**src/rtl/mem_arbiter.sv**
```systemverilog
// Round-robin req/ack arbiter sharing one single-port memory between an
// instruction-fetch port (A, read-only) and a load/store port (B).
module mem_arbiter #(
  parameter int ADDR_W      = 9,
  parameter int DATA_W      = 32,
  parameter int WAIT_CYCLES = 1
) (
  input  logic              clk,
  input  logic              clr,
  input  logic              a_req,
  input  logic [31:0]       a_addr,
  output logic              a_ack,
  output logic [DATA_W-1:0] a_rdata,
  output logic              a_err,
  input  logic              b_req,
  input  logic              b_we,
  input  logic [31:0]       b_addr,
  input  logic [DATA_W-1:0] b_wdata,
  output logic              b_ack,
  output logic [DATA_W-1:0] b_rdata,
  output logic              b_err,
  output logic [31:0]       mem_addr,
  output logic [DATA_W-1:0] mem_wdata,
  output logic              mem_read,
  output logic              mem_write,
  input  logic [DATA_W-1:0] mem_rdata,
  output logic              busy,
  output logic              owner_b
);

  typedef enum logic [1:0] {S_IDLE, S_ACCESS, S_ACK} state_e;

  localparam logic [3:0] WAIT_INIT = 4'(WAIT_CYCLES - 1);

  state_e              state_q, state_d;
  logic [3:0]          cnt_q, cnt_d;
  logic                last_b_q, last_b_d;
  logic                owner_b_q, owner_b_d;
  logic                we_q, we_d;
  logic                err_q, err_d;
  logic                rd_q, rd_d;
  logic                wr_q, wr_d;
  logic                a_ack_q, a_ack_d;
  logic                b_ack_q, b_ack_d;
  logic [31:0]         addr_q, addr_d;
  logic [DATA_W-1:0]   wdata_q, wdata_d;
  logic [DATA_W-1:0]   a_rdata_q, a_rdata_d;
  logic [DATA_W-1:0]   b_rdata_q, b_rdata_d;

  // B wins a tie only when A was served last; reset leaves last = B so A goes first.
  logic        grant, grant_b, out_of_range;
  logic [31:0] sel_addr;
  assign grant        = a_req | b_req;
  assign grant_b      = b_req & (~a_req | ~last_b_q);
  assign sel_addr     = grant_b ? b_addr : a_addr;
  assign out_of_range = |sel_addr[31:ADDR_W];

  // NOTE: sequential state uses non-blocking assignments so every register
  // samples the pre-edge value of every other register.
  always_ff @(posedge clk or posedge clr) begin
    if (clr) begin
      state_q   <= S_IDLE;
      cnt_q     <= '0;
      last_b_q  <= 1'b1;
      owner_b_q <= 1'b0;
      we_q      <= 1'b0;
      err_q     <= 1'b0;
      rd_q      <= 1'b0;
      wr_q      <= 1'b0;
      a_ack_q   <= 1'b0;
      b_ack_q   <= 1'b0;
      addr_q    <= '0;
      wdata_q   <= '0;
      a_rdata_q <= '0;
      b_rdata_q <= '0;
    end else begin
      state_q   <= state_d;
      cnt_q     <= cnt_d;
      last_b_q  <= last_b_d;
      owner_b_q <= owner_b_d;
      we_q      <= we_d;
      err_q     <= err_d;
      rd_q      <= rd_d;
      wr_q      <= wr_d;
      a_ack_q   <= a_ack_d;
      b_ack_q   <= b_ack_d;
      addr_q    <= addr_d;
      wdata_q   <= wdata_d;
      a_rdata_q <= a_rdata_d;
      b_rdata_q <= b_rdata_d;
    end
  end

  always_comb begin
    state_d = state_q;
    unique case (state_q)
      S_IDLE:   if (grant) state_d = out_of_range ? S_ACK : S_ACCESS;
      S_ACCESS: if (cnt_q == 4'd0) state_d = S_ACK;
      S_ACK:    state_d = S_IDLE;
      default:  state_d = S_IDLE;
    endcase
  end

  // NOTE: every _d gets a hold default first so no path leaves it unassigned
  // (which would infer a latch).
  always_comb begin
    cnt_d     = cnt_q;
    last_b_d  = last_b_q;
    owner_b_d = owner_b_q;
    we_d      = we_q;
    err_d     = err_q;
    rd_d      = rd_q;
    wr_d      = wr_q;
    a_ack_d   = 1'b0;
    b_ack_d   = 1'b0;
    addr_d    = addr_q;
    wdata_d   = wdata_q;
    a_rdata_d = a_rdata_q;
    b_rdata_d = b_rdata_q;
    unique case (state_q)
      S_IDLE: begin
        if (grant) begin
          addr_d    = sel_addr;
          wdata_d   = b_wdata;
          we_d      = grant_b & b_we;
          owner_b_d = grant_b;
          last_b_d  = grant_b;
          err_d     = out_of_range;
          if (out_of_range) begin
            a_ack_d = ~grant_b;
            b_ack_d = grant_b;
          end else begin
            cnt_d = WAIT_INIT;
            rd_d  = ~(grant_b & b_we);
            wr_d  = grant_b & b_we;
          end
        end
      end
      S_ACCESS: begin
        if (cnt_q == 4'd0) begin
          rd_d    = 1'b0;
          wr_d    = 1'b0;
          a_ack_d = ~owner_b_q;
          b_ack_d = owner_b_q;
          if (!we_q) begin
            if (owner_b_q) b_rdata_d = mem_rdata;
            else           a_rdata_d = mem_rdata;
          end
        end else begin
          cnt_d = cnt_q - 4'd1;
        end
      end
      default: ;
    endcase
  end

  always_comb begin
    busy      = (state_q != S_IDLE);
    owner_b   = owner_b_q;
    mem_addr  = addr_q;
    mem_wdata = wdata_q;
    mem_read  = rd_q;
    mem_write = wr_q;
    a_ack     = a_ack_q;
    b_ack     = b_ack_q;
    a_err     = a_ack_q & err_q;
    b_err     = b_ack_q & err_q;
    a_rdata   = a_rdata_q;
    b_rdata   = b_rdata_q;
  end

endmodule

```
**config.mk**
```make
export PLATFORM = sky130hd
export DESIGN_NAME = mem_arbiter
export DESIGN_NICKNAME = d
export VERILOG_FILES = /design/src/rtl/mem_arbiter.sv
export SDC_FILE = /design/constraint.sdc
export NUM_CORES = 1
export LEC_CHECK = 0
export ABC_AREA = 1
export BUFFER_PORTS_ARGS = -buffer_cell sky130_fd_sc_hd__buf_2
export CAP_MARGIN = 10
export CORE_MARGIN = 5
export CORE_UTILIZATION = 40
export DETAILED_ROUTE_END_ITERATION = 10
export PLACE_DENSITY_LB_ADDON = 0.1
export SYNTH_ARGS = -nofsm -noshare
export SYNTH_HDL_FRONTEND = slang
export SYNTH_SLANG_ARGS = --single-unit
```
**constraint.sdc**
```tcl
create_clock -name clk -period 5.6 [get_ports clk]
set_input_delay 0.28 -clock clk [delete_from_list [all_inputs] [get_ports clk]]
set_output_delay 0.28 -clock clk [all_outputs]
set_load 0.005 [all_outputs]
```
==> results.md, run 1 <==
- Status: finished, final reports clean
- Setup TNS: 0 ns
- Post-synthesis cell count: 682
- Hold WS: 0.0153 ns
- Dpl cells: 1,102
- Clk root buf: clkbuf_16
- CTS Hold Buffers Added: 0
- HP Class: input port to async pin
- DR pass1 iterations: 5
- Num CTS Buffers: 17
- Post-synth top area share: 59.0%
- Relative slew slack: 30.7%
- Synth Area in XOR/XNOR: 0.146%
- Synth cell count leaders: 215 x nand2_1, 141 x dfrtp_1, 79 x nor2_1, 50 x o21ai_0, 48 x inv_1
- CP Class: flop to flop
- Pwr per Cell Area: between 500 and 600 nW/µm²
- Logic gate share of total power: around a third
- Crit share post-route: between 40% and 50%
- CP Data Required Time: between 5 and 6 ns
- Htree depth: 4
- Crit-path cells: nand2_2 > nand2_4 > inv_1 > nand2_1 > nand2_1 > nor2_1 > nand2_1 > nor2_2 > nand3_2 > nand2_2 > nand2_1 > nand2_1 > nand2_1
- Post-CTS setup buffers: 0
- Grt total ovfl: 0
- Row count: 44
- PortBufs: 268
- GRT Util Overall: roughly 20%
- Post-synthesis simple-gate area fraction: 23.5%
- Maximum vdd drop: 0.206 mV
- Post-DP HPWL: 12.3 mm
- Min cycle time layout: 2.78 ns
- RSZ-0062 raised after global routing: no
- Synth area leaders: dfrtp_1 59%, nand2_1 13%, nor2_1 5.0%
- Cts repair resizes: 0
- Slew Limit Fails: 0
- CP endpoint kind: flop
- Switch Pwr: 1.61 mW
- Initial antenna violation count: 3
- Syn_nets: ~820
- Worst Path Arrival: between 3 and 4 ns
- # setup viols final: 0
- Gpl congestion: approximately 0.8
- Critical path's slowest cell: dfstp_2
- Top FF cell, synth: dfrtp_1
- F_max: around 0.36 GHz
- Static Leakage: around 4.3 nW
- Sequential share of power: 39.8%
- Maximum fanout along the worst path: 37
- # DRC: 0
- Area post-placement: about 7400 µm²
- Crit path launch type: flop
- Largest family of logic cells by synthesized area: simple AND/OR/NAND/NOR gates
- Worst Tran Pin Value: approximately 1.0 ns
- Warnings from Yosys: 0
- Routed Wire Length: 17.1 mm
- Total die area: roughly 18,000 µm²
- Drt wl/cell: 15.0 µm
- Top-count cell post-synth: nand2_1
- Kind of cell adding the most delay to the critical path: simple AND/OR/NAND/NOR gates
- Core area: 14,600 µm²
- CTS tree: done
- Post-layout total power: 4.51 mW
- Post-route cell area: 8000 µm²
- Fraction of layout cells with a size suffix above 1: 34.6%
- Seq/Total Area, Yosys: 59.4%
- Vias in the first global route: about 5,400
- Area Overhead vs Synth: 33.7%
- Clk_skew: 0.00906 ns
- Synth Area in Compound Gates: 10.1%
- Clk_lat worst skew: 0.41 ns
- Die width: 132 µm
- Crit path buffers/inverters: 1
- Fin nets: 1,072
- R2r setup slk: 2.82 ns
- Largest area contributor in the synthesized netlist: dfrtp_1
- Mapped cell area: 5980 µm²
- Global-route wire length before repair: approximately 28 mm
- P_int: 2.90 mW
- Sw Share: 35.8%
- Non-Filler Instances: 1,136
- Vias: 5,296
- Ports: 269
- Post-route ant nets: 0
- Async set or reset register ratio after synthesis: 100%
- Initial DRC count: 376
- Starting Density: around two fifths
- Distinct cell type count after synthesis: 29
- Synthesis-stage register bit count: 142
- Largest stage delay, worst path: 0.53 ns
- Clock-pin slew on the worst setup and hold paths: 0.06 ns
- Clock share of power: 24.9%
- Hold Vio Cnt, Final: 0
- Max-cap check violation count: 0
- Max Root-Sink Buffers: 2
- Most frequent CP cell: nand2_1
- Number of synthesized flops with an enable pin: 0
- Clk sink count: roughly 140
- Die height: approximately 130 µm
- Mux contribution to synthesized area: 0%
- Largest net degree at the start of global routing: 85
- Mean post-synth cell area: 8.77 µm²
- Via-to-Cell Ratio: 4.66
- Post-Synth Adder-Cell Area: 0.418%
## cell families after synthesis
family / Yosys count
simple gates: 336
flops: 142
compound gates: 115
buf+inv: 86
fa+ha+maj: 2
xor+xnor: 1
## final timing paths
check                              startpoint            end  depth (start not counted)
min in group clk                   b_wdata[5]   mem_wdata[5]                          3
worst min-delay path                      clr   mem_wdata[9]                          2
max in group asynchronous                 clr    b_rdata[23]                          3
worst max-delay path                 last_b_q       cnt_q[2]                         13
worst min register to register  mem_wdata[23]  mem_wdata[23]                          2
worst max register to register       last_b_q       cnt_q[2]                         13
## registers in the layout (all words and copies together), names as in the netlist
signal     flops
a_ack          1
a_rdata       32
b_ack          1
b_rdata       32
cnt_q          4
err_q          1
last_b_q       1
mem_addr      32
mem_read       1
mem_wdata     32
mem_write      1
owner_b        1
state_q        2
we_q           1
## layout by cell type, fill, tap and decap left out, types with 2 or more instances in the layout
cell type	instances
nand2_1	214
buf_2	268
clkinv_2	5
clkbuf_16	17
clkbuf_8	4
buf_4	3
dfrtp_1	141
o21ai_0	50
nor2_4	2
a31oi_1	21
a21oi_1	34
nor2_1	79
nand3_2	9
nor2_2	4
nand3_1	18
inv_6	2
ha_1	2
bufinv_16	2
diode_2	2
inv_2	3
nand2_2	4
inv_1	47
o21ai_1	9
## per-layer routing
| layer | up-vias | track usage [%] | wire length, µm |
|---|---|---|---|
| met5 | - | 0 | 21 |
| met4 | 4 | 6.96 | 308 |
| met3 | 23 | 8.24 | 1670 |
| met2 | 211 | 30.6 | 7850 |
| met1 | 2386 | 24.8 | 7220 |
| li1 | 2672 | - | - |
## through the flow
| step | util (%) | worst slack, ns |
|---|---|---|
| floorplan | - | 1.51 |
| global placement | 50.7 | 2.85 |
| detailed placement | 50.7 | 2.78 |
| CTS | 54.8 | 2.79 |
| global route | 54.8 | 2.49 |
| finish | 54.8 | 2.82 |
## area by class of cell
| cell class | instances | area [µm²] |
|---|---|---|
| multi-input cells | 454 | 2050 |
| diodes | 2 | 5.00 |
| inverters | 51 | 196 |
| repair buffers | 271 | 1360 |
| flip-flops and latches | 142 | 3550 |
| well taps | 184 | 230 |
| clock inverters | 10 | 110 |
| clock buffers | 22 | 484 |
| fillers | 1396 | 6590 |
## power groups by stage
stage | Combinational, mW | Sequential (mW) | Clock, mW
after floorplan | 0.849 | 1.84 | 0
after global placement | 1.62 | 1.80 | 0
after detailed placement | 1.64 | 1.80 | 0
after CTS | 1.63 | 1.80 | 1.16
after global routing | 1.83 | 1.86 | 1.20
final | 1.59 | 1.80 | 1.12
Note: power is estimated with default switching activity, not from simulation.
==> inputs of run 2 (changes only) <==
- clock period: 5.6 -> 2.65 ns (I/O delays scaled with it)
==> results.md, run 2 (same netlist as run 1, synthesis figures left out) <==
- Routed Wire Length: 18.4 mm (was 17.1 mm)
- CP Data Required Time: 2.95 ns (was 5.90 ns)
- R2r setup slk: 0.38 ns (was 2.82 ns)
- Max Root-Sink Buffers: 2 (unchanged)
- Pre-CTS WS: 0.364 ns (was 2.78 ns)
- Crit-path cells: nand2_2 > nand2_4 > inv_1 > nand2_1 > nand2_1 > nor2_1 > nand2_1 > nor2_2 > nand3_2 > nand2_2 > nand2_1 > nand2_1 > nand2_1 (unchanged)
- Worst Tran Pin Value: 0.670 ns (was 1.04 ns)
- # DRC: 0 (unchanged)
- Clk_lat worst skew: 0.41 ns (about the same)
- Gpl congestion: 0.820 (was 0.818)
- Clock share of power: 24.1% (was 24.9%)
- P_int: 6.35 mW (was 2.90 mW)
- Area Overhead vs Synth: 51.3% (was 33.7%)
- DR pass1 iterations: 4 (was 5)
- F_max: 0.440 GHz (was 0.359 GHz)
- Initial DRC count: 298 (was 376)
- Global-route wire length before repair: 29.6 mm (was 27.8 mm)
- Kind of cell adding the most delay to the critical path: simple AND/OR/NAND/NOR gates (unchanged)
- Fin nets: 1,173 (was 1,072)
- CP Class: flop to flop (unchanged)
- Crit path buffers/inverters: 1 (unchanged)
- Grt total ovfl: 0 (unchanged)
- Fraction of layout cells with a size suffix above 1: 31.9% (was 34.6%)
- CP endpoint kind: flop (unchanged)
- Maximum vdd drop: 0.561 mV (was 0.206 mV)
- HP Class: input port to flop (was input port to async pin)
- Crit share post-route: 85.8% (was 49.7%)
- PortBufs: 268 (unchanged)
- Die width: 132 µm (unchanged)
- Die height: 132 µm (unchanged)
- Vias in the first global route: 5,684 (was 5,361)
- Post-CTS setup buffers: 0 (unchanged)
- Via-to-Cell Ratio: 4.65 (was 4.66)
- CTS tree: done (unchanged)
- Vias: 5,737 (was 5,296)
- Status: finished, final reports clean (unchanged)
- Logic gate share of total power: 37.3% (was 35.3%)
- Htree depth: 4 (unchanged)
- Static Leakage: 4.76 nW (was 4.33 nW)
- Drt wl/cell: 14.9 µm (was 15.0 µm)
- Num CTS Buffers: 17 (unchanged)
- Clk_skew: 0.00533 ns (was 0.00906 ns)
- Largest net degree at the start of global routing: 85 (unchanged)
- Pwr per Cell Area: 1090 nW/µm² (was 564 nW/µm²)
- Crit path launch type: flop (unchanged)
- Switch Pwr: 3.48 mW (was 1.61 mW)
- Hold Vio Cnt, Final: 0 (unchanged)
- Max-cap check violation count: 0 (unchanged)
- # setup viols final: 0 (unchanged)
- Most frequent CP cell: nand2_1 (unchanged)
- Clk root buf: clkbuf_16 (unchanged)
- Maximum fanout along the worst path: 24 (was 37)
- Initial antenna violation count: 3 (unchanged)
- Diodes inserted: 0 (was 2)
- Final setup margin: 0.377 ns (was 2.82 ns)
- Starting Density: 41.0% (unchanged)
- Min cycle time layout: 2.27 ns (was 2.78 ns)
- RSZ-0062 raised after global routing: no (unchanged)
- Slew Limit Fails: 0 (unchanged)
- Critical path's slowest cell: dfstp_2 (unchanged)
- Final Util: 62.0% (was 54.8%)
- Post-layout total power: 9.83 mW (was 4.51 mW)
- Sw Share: 35.4% (was 35.8%)
- Cts repair resizes: 0 (unchanged)
- Commonest cells after routing, fill and taps aside: 268 x buf_2, 214 x nand2_1, 141 x dfrtp_1, 95 x dlygate4sd3_1, 79 x nor2_1 (was 268 x buf_2, 214 x nand2_1, 141 x dfrtp_1, 79 x nor2_1, 50 x o21ai_0)
- Ports: 269 (unchanged)
- Post-route ant nets: 0 (unchanged)
- GRT Util Overall: 20.9% (was 19.7%)
- Worst Path Arrival: 2.57 ns (was 3.08 ns)
- Largest stage delay, worst path: 0.53 ns (about the same)
- Total die area: 17,500 µm² (unchanged)
- Row count: 44 (unchanged)
- Clock-pin slew on the worst setup and hold paths: 0.06 ns (about the same)
- Core area: 14,600 µm² (unchanged)
- Relative slew slack: 55.3% (was 30.7%)
- Clk sink count: 142 (unchanged)
- Sequential share of power: 38.6% (was 39.8%)
- Post-DP HPWL: 12.6 mm (was 12.3 mm)
- Setup TNS: 0 ns (unchanged)
- Most common cell after layout, fill and taps aside: buf_2 (unchanged)
[run 2: area by class of cell]
class,count,area (µm²)
clock buffer,22,484
clock inverter,10,111
fill,1284,5540
inverter,51,195
multi-input combinational,454,2050
sequential,142,3550
tap,184,230
timing repair buffer,372,2420
[run 2: worst min-delay path, stage by stage]
cell and delay [ns]:
buf_2 0.08, inv_1 0.06, a21oi_1 0.11
[run 2: through the flow]
step	cells	hold slack [ns]	instance area (µm²)
finish	1235	0.0116	9050
global route	1235	0.0139	9050
detailed placement	1108	0.263	7500
global placement	1108	0.264	7500
floorplan	682	0.249	5990
CTS	1235	0.0000374	9050
[run 2: what timing repair did]
action | CTS | global route
hold buffers | 95 | 0
endpoints found under the hold margin | 135 | 0
endpoints found under the setup margin | 0 | 0
[run 2: power by group through the flow]
stage	Combinational, mW	Sequential (mW)	Clock [mW]
final	3.67	3.79	2.37
after detailed placement	3.54	3.80	0
after floorplan	1.79	3.88	0
after global placement	3.49	3.81	0
after global routing	4.17	3.91	2.52
after CTS	3.73	3.79	2.42
[run 2: final timing paths]
path | start | endpoint | cells after the start
worst max-delay path | last_b_q | cnt_q[3] | 13
worst min-delay path | mem_rdata[18] | a_rdata[18] | 3
worst max register to register | last_b_q | cnt_q[3] | 13
worst min register to register | mem_wdata[24] | mem_wdata[24] | 2
max in group asynchronous | clr | mem_wdata[17] | 4
min in group asynchronous | clr | b_rdata[23] | 3
[run 2: metal layers]
metal	GRT usage (%)	part of all wire (%)
met4	8.03	2.3
met2	33.1	47
met1	26.4	42
met3	7.60	8.4
met5	0	0.21
==> inputs of run 3 (changes only) <==
- CTS_BUF_LIST: unset -> sky130_fd_sc_hd__clkbuf_8
==> results.md, run 3 (same netlist as run 1, synthesis figures left out) <==
- Status: finished, final reports clean (unchanged)
- Non-Filler Instances: 1,266 (was 1,235)
- Htree depth: 4 (unchanged)
- Hold path depth: 3 (unchanged)
- Reg2Reg Depth: 13 (unchanged)
- Vias in the first global route: 5,802 (was 5,684)
- Crit share post-route: 86.4% (was 85.8%)
- GRT Util Overall: 21.3% (was 20.9%)
- Critical path's slowest cell: dfstp_2 (unchanged)
- Clk sink count: 142 (unchanged)
- Vias: 5,857 (was 5,737)
- Worst Tran Pin Value: 0.671 ns (was 0.670 ns)
- CTS tree: done (unchanged)
- Clk_lat worst skew: 0.44 ns (was 0.41 ns)
- Die width: 132 µm (unchanged)
- Fraction of layout cells with a size suffix above 1: 31.0% (was 31.9%)
- Hold Vio Cnt, Final: 0 (unchanged)
- Fin nets: 1,204 (was 1,173)
- Crit path launch type: flop (unchanged)
- Maximum vdd drop: 0.501 mV (was 0.561 mV)
- RR Startpoint: last_b_q (unchanged)
- Setup TNS: 0 ns (unchanged)
- Die height: 132 µm (unchanged)
- Crit path depth: 13 (unchanged)
- Area post-placement: 7500 µm² (unchanged)
- Grt peak-use layer: met2 (unchanged)
- CP Class: flop to flop (unchanged)
- Routed Wire Length: 18.8 mm (was 18.4 mm)
- # setup viols final: 0 (unchanged)
- Pre-CTS WS: 0.364 ns (unchanged)
- Static Leakage: 4.81 nW (was 4.76 nW)
- Most common cell after layout, fill and taps aside: buf_2 (unchanged)
- CP Data Required Time: 2.98 ns (was 2.95 ns)
- Max-cap check violation count: 0 (unchanged)
- Commonest cells after routing, fill and taps aside: 268 x buf_2, 214 x nand2_1, 141 x dfrtp_1, 126 x dlygate4sd3_1, 79 x nor2_1 (was 268 x buf_2, 214 x nand2_1, 141 x dfrtp_1, 95 x dlygate4sd3_1, 79 x nor2_1)
- Largest net degree at the start of global routing: 85 (unchanged)
- Dpl cells: 1,108 (unchanged)
- Max Root-Sink Buffers: 2 (unchanged)
- Fillers: 1,265 (was 1,284)
- Initial DRC count: 312 (was 298)
- RSZ-0062 raised after global routing: no (unchanged)
- Pwr per Cell Area: 1040 nW/µm² (was 1090 nW/µm²)
- Post-layout total power: 9.50 mW (was 9.83 mW)
- Met1 Track Usage GR: 26.4% (about the same)
- Clk root buf: clkbuf_8 (was clkbuf_16)
- Total die area: 17,500 µm² (unchanged)
- Min cycle time layout: 2.29 ns (was 2.27 ns)
- Crit path buffers/inverters: 1 (unchanged)
- Clk_skew: 0.00874 ns (was 0.00533 ns)
- Hold WS: 0.0562 ns (was 0.0116 ns)
- Row count: 44 (unchanged)
- Worst Path Arrival: 2.62 ns (was 2.57 ns)
- HP Class: input port to flop (unchanged)
- Num CTS Buffers: 17 (unchanged)
- Final Util: 62.9% (was 62.0%)
- Post-route cell area: 9170 µm² (was 9050 µm²)
- Grt total ovfl: 0 (unchanged)
- Largest stage delay, worst path: 0.54 ns (was 0.53 ns)
- Drt wl/cell: 14.8 µm (was 14.9 µm)
- Kind of cell adding the most delay to the critical path: simple AND/OR/NAND/NOR gates (unchanged)
- Relative slew slack: 55.2% (was 55.3%)
- Final setup margin: 0.359 ns (was 0.377 ns)
- Global-route wire length before repair: 30.1 mm (was 29.6 mm)
- Area Overhead vs Synth: 53.3% (was 51.3%)
- Hold path endpoint: err_q (was a_rdata[18])
- Most frequent CP cell: nand2_1 (unchanged)
- Core area: 14,600 µm² (unchanged)
- Ports: 269 (unchanged)
- # DRC: 0 (unchanged)
- HP Start: a_req (was mem_rdata[18])
- Critical register-to-register path endpoint: cnt_q[3] (unchanged)
- Via-to-Cell Ratio: 4.63 (was 4.65)
- PortBufs: 268 (unchanged)
- Post-DP HPWL: 12.6 mm (unchanged)
- R2r setup slk: 0.36 ns (was 0.38 ns)
- Starting Density: 41.0% (unchanged)
- DR pass1 iterations: 4 (unchanged)
- Global routing usage on met3: 8.59% (was 7.60%)
- Slew Limit Fails: 0 (unchanged)
- CP endpoint kind: flop (unchanged)
- Met2 Use GR: 34.1% (was 33.1%)
- Post-route ant nets: 0 (unchanged)
- Crit-path cells: nand2_2 > nand2_4 > inv_1 > nand2_1 > nand2_1 > nor2_1 > nand2_1 > nor2_2 > nand3_2 > nand2_2 > nand2_1 > nand2_1 > nand2_1 (unchanged)
- Maximum fanout along the worst path: 24 (unchanged)
- Gpl congestion: 0.820 (unchanged)
- Diodes inserted: 0 (unchanged)
- F_max: 0.437 GHz (was 0.440 GHz)
- Initial antenna violation count: 3 (unchanged)
- Clock-pin slew on the worst setup and hold paths: 0.08 ns (was 0.06 ns)
## run 3: changes by cell type in the layout (fill, tap and decap cells not counted), sizes merged
cell	before	now
clkbuf	22	21
inv	50	51
dlygate4sd3	95	126
## run 3: layout make-up
type	count	area [µm²]	share of cell area [%]
multi-input combinational	454	2050	22.4
sequential	142	3550	38.8
timing repair buffer	403	2730	29.8
clock buffer	21	289	3.15
clock inverter	11	115	1.26
inverter	51	195	2.13
tap	184	230	2.51
## run 3: repair_timing
item,CTS,global route
hold buffers,126,0
hold endpoints to repair,155,0
setup buffers,0,0
resized for setup,0,0
## run 3: report_power, final
part | switching [mW] | internal [mW]
Combinational | 2.08 | 1.89
Clock | 0.822 | 0.928
Sequential | 0.564 | 3.22
Total | 3.47 | 6.04
## run 3: worst min-delay path, cell delays in order
cell     delay, ns
buf_2         0.10
nor2_1        0.07
o21ai_0       0.15
## run 3: how the worst max path moves through the flow
stage	start	to	slack, ns
finish	last_b_q	cnt_q[3]	0.36
global route	last_b_q	cnt_q[0]	0.09
CTS	last_b_q	cnt_q[3]	0.36
detailed placement	last_b_q	cnt_q[3]	0.36
global placement	last_b_q	cnt_q[1]	0.44
floorplan	clr	a_ack	0.74
## run 3: per-layer routing
layer  part of all wire, %  vias up
met5                  0.18        -
met4                   2.3        6
met2                    47      221
met1                    42     2654
met3                   8.1       37
li1                      -     2939
